$ cat src/rtl/sdram_load_control.sv
// Layer-start tile loader: copies DEPTH words per enabled channel from SDRAM into the
// three local feature RAMs, one outstanding read at a time, then pulses o_finish.
//
// state  | meaning
// IDLE   | waiting for i_start; bases and mask latched on start
// READ   | one-cycle SDRAM read request for base[ch]+k
// WAIT   | request outstanding, capture data on i_sdramReady
// WRITE  | write captured word to RAM[ch] at index k
// UPDATE | word k done for all channels; advance k or finish
// FINISH | one-cycle done pulse
module sdram_load_control #(
  parameter int ADDR_W = 19,
  parameter int DATA_W = 16,
  parameter int DEPTH  = 4096,
  localparam int RAM_AW = $clog2(DEPTH)
) (
  input  logic              i_clk,
  input  logic              i_reset,
  input  logic              i_start,
  input  logic [2:0]        i_chanEn,
  input  logic [ADDR_W-1:0] i_baseAddr0,
  input  logic [ADDR_W-1:0] i_baseAddr1,
  input  logic [ADDR_W-1:0] i_baseAddr2,
  output logic              o_rdSdram,
  output logic [ADDR_W-1:0] o_addrToSdram,
  input  logic              i_sdramReady,
  input  logic [DATA_W-1:0] i_dataFromSdram,
  output logic [2:0]        o_wrRam,
  output logic [RAM_AW-1:0] o_addrToRam,
  output logic [DATA_W-1:0] o_dataToRam,
  output logic              o_busy,
  output logic              o_finish
);

  typedef enum logic [2:0] {IDLE, READ, WAIT, WRITE, UPDATE, FINISH} state_t;

  state_t            state, stateNext;
  logic [RAM_AW-1:0] k, kNext;
  logic [1:0]        ch, chNext;
  logic [2:0]        mask;
  logic [ADDR_W-1:0] base0, base1, base2;
  logic [DATA_W-1:0] dataReg;
  logic [ADDR_W-1:0] baseSel;

  function automatic logic [1:0] lowestCh(input logic [2:0] m);
    if (m[0])      return 2'd0;
    else if (m[1]) return 2'd1;
    else           return 2'd2;
  endfunction

  always_ff @(posedge i_clk or negedge i_reset) begin
    if (!i_reset) begin
      state   <= IDLE;
      k       <= '0;
      ch      <= '0;
      mask    <= '0;
      base0   <= '0;
      base1   <= '0;
      base2   <= '0;
      dataReg <= '0;
    end else begin
      state <= stateNext;
      k     <= kNext;
      ch    <= chNext;
      if (state == IDLE && i_start) begin
        mask  <= i_chanEn;
        base0 <= i_baseAddr0;
        base1 <= i_baseAddr1;
        base2 <= i_baseAddr2;
      end
      if (state == WAIT && i_sdramReady)
        dataReg <= i_dataFromSdram;
    end
  end

  always_comb begin
    stateNext = state;
    kNext     = k;
    chNext    = ch;
    case (state)
      IDLE: begin
        if (i_start) begin
          kNext = '0;
          // live mask here: the latched copy only becomes visible next cycle
          if (i_chanEn != 3'b000) begin
            stateNext = READ;
            chNext    = lowestCh(i_chanEn);
          end else begin
            stateNext = FINISH;
          end
        end
      end
      READ:  stateNext = WAIT;
      WAIT:  if (i_sdramReady) stateNext = WRITE;
      WRITE: begin
        if (ch == 2'd0 && mask[1]) begin
          chNext    = 2'd1;
          stateNext = READ;
        end else if (ch != 2'd2 && mask[2]) begin
          chNext    = 2'd2;
          stateNext = READ;
        end else begin
          stateNext = UPDATE;
        end
      end
      UPDATE: begin
        if (k == RAM_AW'(DEPTH - 1)) begin
          stateNext = FINISH;
        end else begin
          kNext     = k + 1'b1;
          chNext    = lowestCh(mask);
          stateNext = READ;
        end
      end
      FINISH: begin
        kNext     = '0;
        stateNext = IDLE;
      end
      default: stateNext = IDLE;
    endcase
  end

  always_comb begin
    case (ch)
      2'd0:    baseSel = base0;
      2'd1:    baseSel = base1;
      default: baseSel = base2;
    endcase
  end

  assign o_rdSdram     = (state == READ);
  assign o_addrToSdram = (state == READ || state == WAIT) ? (baseSel + ADDR_W'(k)) : '0;
  assign o_wrRam       = (state == WRITE) ? (3'b001 << ch) : 3'b000;
  assign o_addrToRam   = k;
  assign o_dataToRam   = dataReg;
  assign o_busy        = (state != IDLE);
  assign o_finish      = (state == FINISH);

endmodule
$ cat config.mk
export PLATFORM = sky130hd
export DESIGN_NAME = sdram_load_control
export DESIGN_NICKNAME = d
export VERILOG_FILES = /design/src/rtl/sdram_load_control.sv
export SDC_FILE = /design/constraint.sdc
export NUM_CORES = 1
export LEC_CHECK = 0
export CORE_MARGIN = 2
export CORE_UTILIZATION = 45
export CTS_CLUSTER_SIZE = 40
export DETAILED_ROUTE_END_ITERATION = 8
export GPL_TIMING_DRIVEN = 1
export PLACE_DENSITY = 0.75
export SLEW_MARGIN = 20
export SYNTH_ARGS = -nofsm -noshare
export SYNTH_HDL_FRONTEND = slang
export SYNTH_SLANG_ARGS = --single-unit
export TNS_END_PERCENT = 10
$ cat constraint.sdc
create_clock -name i_clk -period 11.7 [get_ports i_clk]
set_input_delay 2.34 -clock i_clk [delete_from_list [all_inputs] [get_ports i_clk]]
set_output_delay 2.34 -clock i_clk [all_outputs]
set_load 0.005 [all_outputs]
# --- Word-level counts from Yosys, hierarchy flattened ---
# Cells that the tools add are included.
classes:
  addsub: 2
  n_eq_ne: 13
  shifts: 1
  muxes: 23
  reduce_logical: 14
op_table:
  columns: ["op", "n"]
  rows:
  - ["19-bit one-hot mux with 2 select lines", 1]
  - ["12-bit one-hot mux with 3 select lines", 1]
  - ["12-bit two-way mux", 2]
  - ["3-bit two-way mux", 7]
  - ["19-bit by 12-bit adder with 19-bit output", 1]
  - ["19-bit two-way mux", 1]
  - ["2-bit two-way mux", 9]
  - ["3-bit one-hot mux with 5 select lines", 1]
  - ["12-bit by 1-bit adder with 12-bit output (second input constant)", 1]
  - ["12-bit equality test (second input constant)", 1]
  - ["3-bit nonzero test", 4]
  - ["2-bit != test (second input constant)", 4]
  - ["3-bit by 2-bit equality test with 1-bit output (second input constant)", 2]
  - ["3-bit equality test (second input constant)", 2]
  - ["2-bit one-hot mux with 3 select lines", 1]
  - ["5-bit AND reduction", 1]
  - ["1-bit logical AND", 4]
  - ["3-bit by 1-bit equality test with 1-bit output (second input constant)", 1]
  - ["3-bit logical NOT", 1]
  - ["3-bit != test (second input constant)", 1]
  - ["3-bit AND reduction", 1]
  - ["1-bit by 2-bit << shifter with 3-bit output (first input constant)", 1]
  - ["2-bit by 1-bit equality test with 1-bit output (second input constant)", 1]
  - ["2-bit logical NOT", 1]
  - ["3 further kinds", 3]
word_totals:
  regBits: 93
  in_bits: 80
  out_inout_bits: 53
  wordCells: 61

# --- Longest topological paths before layout ---
# Gate-level depths: netlist of the first run.
depth:
  ltp_word: 5
  ltp_mapped: 14
  depth_no_buf: 11

# --- Worst setup path before layout of the first run ---
# OpenSTA, ideal clock, no wires.
synth_path:
  kind: "flip-flop to output port"
  start: "register ch[0]"
  end: "output o_addrToSdram[18]"
  t_arrival_ns: 3.112
  required_ns: 9.360
  path_slack_ns: 6.248
  stages_incl_launch_ff: 15
  path_buffers: 3
  cell_sequence: "dfrtp_1 > buf_4 > buf_2 > buf_1 > mux2i_1 > o21ai_0 > ha_1 > inv_1 > fa_1 > nor2b_1 > o2111ai_1 > nand3_1 > a211oi_2 > or4_1 > nand2_1"
synth_via:
  elab_chain_cells: 4
  word_cells_on_any_way: 5
  cone_classes: "add/sub (1); eq/ne (1); mux (2); reduce/logical (1)"
synth_lines:
  columns: ["item", "line_no", "rtl"]
  rows:
  - ["from (decl)", "39", "logic [1:0] ch, chNext;"]
  - ["from (signal assigned)", "64", "ch <= chNext;"]
  - ["2-bit by 1-bit equality test with 1-bit output or 2-bit logical NOT (tied branches)", "124", "case (ch)"]
  - ["19-bit one-hot mux with 2 select lines (*)", "124", null]
  - ["19-bit by 12-bit adder with 19-bit output (*)", "132", "assign o_addrToSdram = (state == READ || state == WAIT) ? (baseSel + ADDR_W'(k)) : '0;"]
  - ["19-bit two-way mux (*)", "132", null]
  - ["to (decl)", "25", "output logic [ADDR_W-1:0] o_addrToSdram,"]
# Every way passes the cells marked *; elsewhere a longest branch is shown, timed or not.

# --- Final worst setup path of the first run ---
# Ends and elaborated chain as after synthesis.

==> out/metrics.yaml, run 1 <==
peakVddDrop_v: 0.0001290
p_leak_nw: 2.717
wl_per_cell_um: 15.86
vias: 3923
finalCriticalPeriod_ns: 6.484
cts_root_buf: "clkbuf_8"
grt_pass1_vias: 3887
yosysTopAreaCell: "dfrtp_1"
pwr-share-comb_pct: 51.4
cpPeakStageDelay_ns: 0.70
ys_ff_latch: 93
clkLatencyLatePin_ns: 0.36
critPathBufInv: 3
ctsResizeCount: 0
drc: 0
slew_headroom_pct: 46.69
overflow: 0
synth_cell_types: 52
crit_path_end_kind: "output pin"
antenna_left: 0
drive_gt1_share_pct: 5.952
rows: 38
utilization_pct: 60.93
synthFlopType: "dfrtp_1"
post-route-period-util_pct: 55.42
hold-worst-slack_ns: 0.4917
rsz0062_at_grt: "false"
tritoncts: "done"
clockBufferDepth: 2
cap_violations: 0
avgViaCountPerCell: 5.389
dp_hpwl_mm: 8.786
worst-path-max-fanout: 14
crit_path_start_kind: "flop"
yosysSeqAreaShare_pct: 46.59
hold_start: "base2[18]$_DFFE_PN0P_"
clock_skew_ns: 0.01371
pwr-share-seq_pct: 35.5
cts_hold_buf: 0
final_area_mm2: 0.006605
synth_top_family_by_area: "multiplexers"
core_mm2: 0.01084
path_class: "reg -> out"
timing.fmax_mhz: 154.2
first_pass_iters: 6
hp-class: "reg -> reg"
tns_ns: 0
worstPathArrival_ns: 4.14
die_area_mm2: 0.01196
power.net_switching_mw: 0.6005
setup_viol: 0
synth_fp_nets: 553
synth_warnings: 0
numCtsBuffers: 9
clk_pin_slew_worst_paths_ns: 0.09
antenna_cells: 0
antenna_found_initial: 0
cellPowerDensity_mw_per_mm2: 238.1
port_buffers: 132
avgSynthCellArea_um2: 10.91
mostFrequentLayoutCells: "131 x clkdlybuf4s50_1, 93 x dfrtp_1, 72 x mux2_1"
fp.dieH_um: 109.4
timing.rr.end: "base0[16]$_DFFE_PN0P_"
grt_usage_pct: 20.13
critPathRequiredTime_ns: 9.36
netlist_area_mm2: 0.004995
grt_max_degree: 61
layout.nets: 678
cts_num_sinks: 93
synthArstFlopShare_pct: 100.0
hold_viol: 0
crit_path_top_delay_cell: "dfrtp_1"
drtIter0Drc: 202
min_to: "base2[18]$_DFFE_PN0P_"
gp_congestion: 0.8977
htree_num_levels: 3
clkPwrFrac_pct: 13.1
synth_top_area_share_pct: 46.59
routed_wl_mm: 11.54
finalPower_mw: 1.573
p_sw_share_pct: 38.19
start_util_pct: 46.08
synth_area_leaders: "dfrtp_1 47%, mux2_1 16%, mux2i_1 4.2%"
regToRegSetupSlack_ns: 9.37
synthCells: 458
synthMuxAreaShare_pct: 21.79
finalMaxSlewViolations: 0
crit_chain: "buf_4 > mux2i_1 > o21ai_0 > ha_1 > inv_1 > fa_1 > nor2b_1 > o2111ai_1 > nand3_1 > a211oi_2 > or4_1 > nand2_1 > clkdlybuf4s50_1"
synth-edff-count: 0
yosys.area_share.simple_pct: 12.95
internal_power_mw: 0.9721
grt_pass1_wl_mm: 18.84
r2r-start: "state[0]$_DFFE_PN0P_"
outcome: "finished clean"
min_path_cells: 1
synth_compound_area_share_pct: 8.141
path_delay_family: "simple AND/OR/NAND/NOR gates"
worst_pin_slew_ns: 0.7996
die-width_um: 109.4
rr_worst_depth: 4
mostFrequentLayoutCell: "clkdlybuf4s50_1"
areaGrowthSynthToFinish_pct: 32.24
place_area_mm2: 0.006415
cts_setup_buffers: 0
synth-xor-area-share_pct: 3.682
synth_fa_ha_area_share_pct: 3.908
num_io_pins: 133
[flip-flops by register name, summed over array words and instances, names as in the netlist]
register and cells:
o_dataToRam 16, state 3, base1 19, mask 3
base2 19, o_addrToRam 12, ch 2, base0 19
[metrics by stage]
| step | std cells | setup WS (ns) |
|---|---|---|
| 5_1_grt | 728 | 4.893 |
| 6_report | 728 | 5.216 |
| 3_3_place_gp | 712 | 5.706 |
| 3_5_place_dp | 712 | 5.559 |
| 4_1_cts | 728 | 5.155 |
| 2_1_floorplan | 458 | 6.248 |
[area by class of cell]
cell class / instances / area, um2
inverters: 11 / 41.29
flip-flops and latches: 93 / 2327
repair buffers: 136 / 1349
fillers: 899 / 4235
clock inverters: 6 / 56.30
multi-input cells: 332 / 2529
clock buffers: 10 / 127.6
well taps: 140 / 175.2
[cell usage after synthesis (5+ instances only)]
library cell and n:
mux2i_1 21, nand2b_1 5, o21ai_1 5, mux2_2 6, mux2_1 72, nand2_1 32, nor2b_1 7, buf_2 9
a21oi_1 19, xor2_1 13, ha_1 14, inv_1 10, nand3_1 15, nor3_1 6, xnor2_1 8, dfrtp_1 93
o21ai_0 26, clkbuf_1 10, nor2_1 33
[metal layers]
layer / routed length (um) / global-route usage, % / vias up
met2: 5553 / 32.10 / 126
met3: 574 / 3.201 / 17
met1: 5234 / 27.93 / 1902
met4: 180 / 7.143 / 0
li1: - / - / 1878
met5: 0 / 0 / -
[worst max path at each step]
stage | from | endpoint | cells after the start
floorplan | ch[0]$_DFFE_PN0P_ | o_addrToSdram[18] | 14
global placement | ch[0]$_DFFE_PN0P_ | o_addrToSdram[18] | 13
detailed placement | ch[0]$_DFFE_PN0P_ | o_addrToSdram[18] | 13
CTS | ch[0]$_DFFE_PN0P_ | o_addrToSdram[18] | 13
global route | ch[0]$_DFFE_PN0P_ | o_addrToSdram[18] | 13
finish | ch[0]$_DFFE_PN0P_ | o_addrToSdram[18] | 13
[worst reg2reg max path: cells and delay by family (launching register included)]
kind          cells  cell delay [ns]
simple gates      2             0.58
buf+inv           1             0.59
flops             1             0.55
mux               1             0.48
[cells by family after synthesis]
kind of cell               Yosys count
xor gates and xnor gates            21
DFF                                 93
AOI/OAI and AO/OA                   69
adders and majority gates           15
muxes                               99
buffers and inverters               33
and+or+nand+nor                    128
[power by group through the flow]
stage	sequential [mW]	clock (mW)	combinational, mW
floorplan	0.530	0	0.501
global placement	0.558	0	0.789
detailed placement	0.565	0	0.810
CTS	0.558	0.210	0.814
global route	0.578	0.225	0.890
finish	0.558	0.206	0.808
Note: power is estimated with default switching activity, not from simulation.
==> run 2, diff against run 1 <==
Settings changed: CORE_UTILIZATION 45 to 44, PLACE_DENSITY 0.75 to 0.77.
Clock period 11.7 ns to 5.8 ns, I/O delays scaled along.
==> out/metrics.yaml, run 2 (synthesized netlist as in run 1, its figures left out) <==
outcome: "finished clean"  # unchanged
finalPower_mw: 3.402  # was 1.573 mW
crit_chain: "mux2i_1 > o21ai_0 > inv_1 > fa_1 > nor2b_1 > o2111ai_1 > nand3_1 > a211oi_2 > or4_1 > nand2_1 > clkdlybuf4s50_1"  # was buf_4 > mux2i_1 > o21ai_0 > ha_1 > inv_1 > fa_1 > nor2b_1 > o2111ai_1 > nand3_1 > a211oi_2 > or4_1 > nand2_1 > clkdlybuf4s50_1
routed_wl_mm: 12.06  # was 11.54 mm
hold-worst-slack_ns: 0.4846  # was 0.4917 ns
cts_hold_buf: 0  # unchanged
num_io_pins: 133  # unchanged
clk_pin_slew_worst_paths_ns: 0.06  # was 0.09 ns
fp.dieH_um: 110.5  # was 109.4 um
hold_viol: 0  # unchanged
clockBufferDepth: 2  # unchanged
tns_ns: 0  # unchanged
first_pass_iters: 4  # was 6
cts_setup_buffers: 0  # unchanged
critPathBufInv: 2  # was 3
final_area_mm2: 0.006744  # was 0.006605 mm2
place_ws_ns: 1.070  # was 5.559 ns
die_area_mm2: 0.01222  # was 0.01196 mm2
dp_hpwl_mm: 9.106  # was 8.786 mm
timing.fmax_mhz: 198.0
post-route-period-util_pct: 87.09
multi_input_area_mm2: 0.002529  # unchanged
die-width_um: 110.5  # was 109.4 um
cts_num_sinks: 93  # unchanged
crit_path_top_delay_cell: "dfrtp_1"  # unchanged
grt_usage_pct: 20.12  # was 20.13%
p_leak_nw: 2.785  # was 2.717 nW
hp-class: "reg -> reg"  # unchanged
worst-path-max-fanout: 13  # was 14
cpPeakStageDelay_ns: 0.80  # was 0.70 ns
setup_ws_ns: 0.7488  # was 5.216 ns
crit_path_start_kind: "flop"  # unchanged
htree_num_levels: 3  # unchanged
gp_congestion: 0.8161  # was 0.8977
finalCriticalPeriod_ns: 5.051
antenna_left: 0  # unchanged
drive_gt1_share_pct: 5.952  # unchanged
layout.area.seq_mm2: 0.002327  # unchanged
drtIter0Drc: 173  # was 202
reg_top3: "base0: 19 flops, base1: 19 flops, base2: 19 flops"  # unchanged
utilization_pct: 61.67  # was 60.93%
path_class: "reg -> out"  # unchanged
rsz0062_at_grt: "false"  # unchanged
core_mm2: 0.01094  # was 0.01084 mm2
cap_violations: 0  # unchanged
place_area_mm2: 0.006415  # unchanged
grt_pass1_wl_mm: 20.00  # was 18.84 mm
setup_viol: 0  # unchanged
grt_pass1_vias: 4041  # was 3887
slew_headroom_pct: 42.51  # was 46.69%
critPathRequiredTime_ns: 4.64  # was 9.36 ns
cellPowerDensity_mw_per_mm2: 504.5  # was 238.1 mW/mm2
drc: 0  # unchanged
crit_path_end_kind: "output pin"  # unchanged
overflow: 0  # unchanged
mostFrequentLayoutCell: "clkdlybuf4s50_1"  # unchanged
fillers: 928  # was 899
vias: 3914  # was 3923
antenna_found_initial: 0  # unchanged
worstPathArrival_ns: 3.89  # was 4.14 ns
numCtsBuffers: 9  # unchanged
areaGrowthSynthToFinish_pct: 35.02  # was 32.24%
layout.nets: 678  # unchanged
peakVddDrop_v: 0.0002244  # was 0.0001290 V
tritoncts: "done"  # unchanged
clkLatencyLatePin_ns: 0.34  # was 0.36 ns
worst_pin_slew_ns: 0.8623  # was 0.7996 ns
fin_cells: 728  # unchanged
clock_skew_ns: 0.01085  # was 0.01371 ns
antenna_cells: 0  # unchanged
avgViaCountPerCell: 5.376  # was 5.389
wl_per_cell_um: 16.57  # was 15.86 um
place_inst: 712  # unchanged
cts_root_buf: "clkbuf_16"  # was clkbuf_8
start_util_pct: 45.68  # was 46.08%
grt_max_degree: 70  # was 61
port_buffers: 132  # unchanged
finalMaxSlewViolations: 0  # unchanged
rows: 38  # unchanged
path_delay_family: "simple AND/OR/NAND/NOR gates"  # unchanged
mostFrequentLayoutCells: "131 x clkdlybuf4s50_1, 93 x dfrtp_1, 72 x mux2_1"  # unchanged
ctsResizeCount: 0  # unchanged
[run 2: final cells by class]
type / instances / area share [%]
flip-flops and latches: 93 / 34.51
well taps: 140 / 2.597
clock buffers: 10 / 3.395
multi-input cells: 332 / 37.50
repair buffers: 136 / 20.00
clock inverters: 6 / 1.391
inverters: 11 / 0.6122
[run 2: final timing paths]
kind,from,to,slack [ns],cells after the start
min,base0[3]$_DFFE_PN0P_,base0[3]$_DFFE_PN0P_,0.48,1
min in group asynchronous,i_reset,base1[15]$_DFFE_PN0P_,0.70,1
max reg2reg,state[0]$_DFFE_PN0P_,base2[9]$_DFFE_PN0P_,3.16,4
max in group asynchronous,i_reset,o_addrToRam[11]$_DFFE_PN0P_,3.93,2
max,ch[0]$_DFFE_PN0P_,o_addrToSdram[18],0.75,11
min reg2reg,base0[3]$_DFFE_PN0P_,base0[3]$_DFFE_PN0P_,0.48,1
[run 2: worst register-to-register path, cell delays in order (launching register included)]
cell and delay, ns:
dfrtp_1 0.55, nor3_1 0.41, and2_2 0.62, buf_4 0.54
mux2_1 0.41
[run 2: layer usage]
layer  up-vias  track usage, %  share of wire [%]
met3        10           3.293                3.9
li1       1886               -                  -
met5         -               0                  0
met1      1923           26.49                 44
met4         0           5.833                1.5
met2        95           34.31                 51
[run 2: report_power, final]
part	switching, mW	internal [mW]	total, mW
sequential	0.198	0.940	1.14
clock	0.264	0.383	0.647
combinational	0.760	0.857	1.62
total	1.22	2.18	3.40
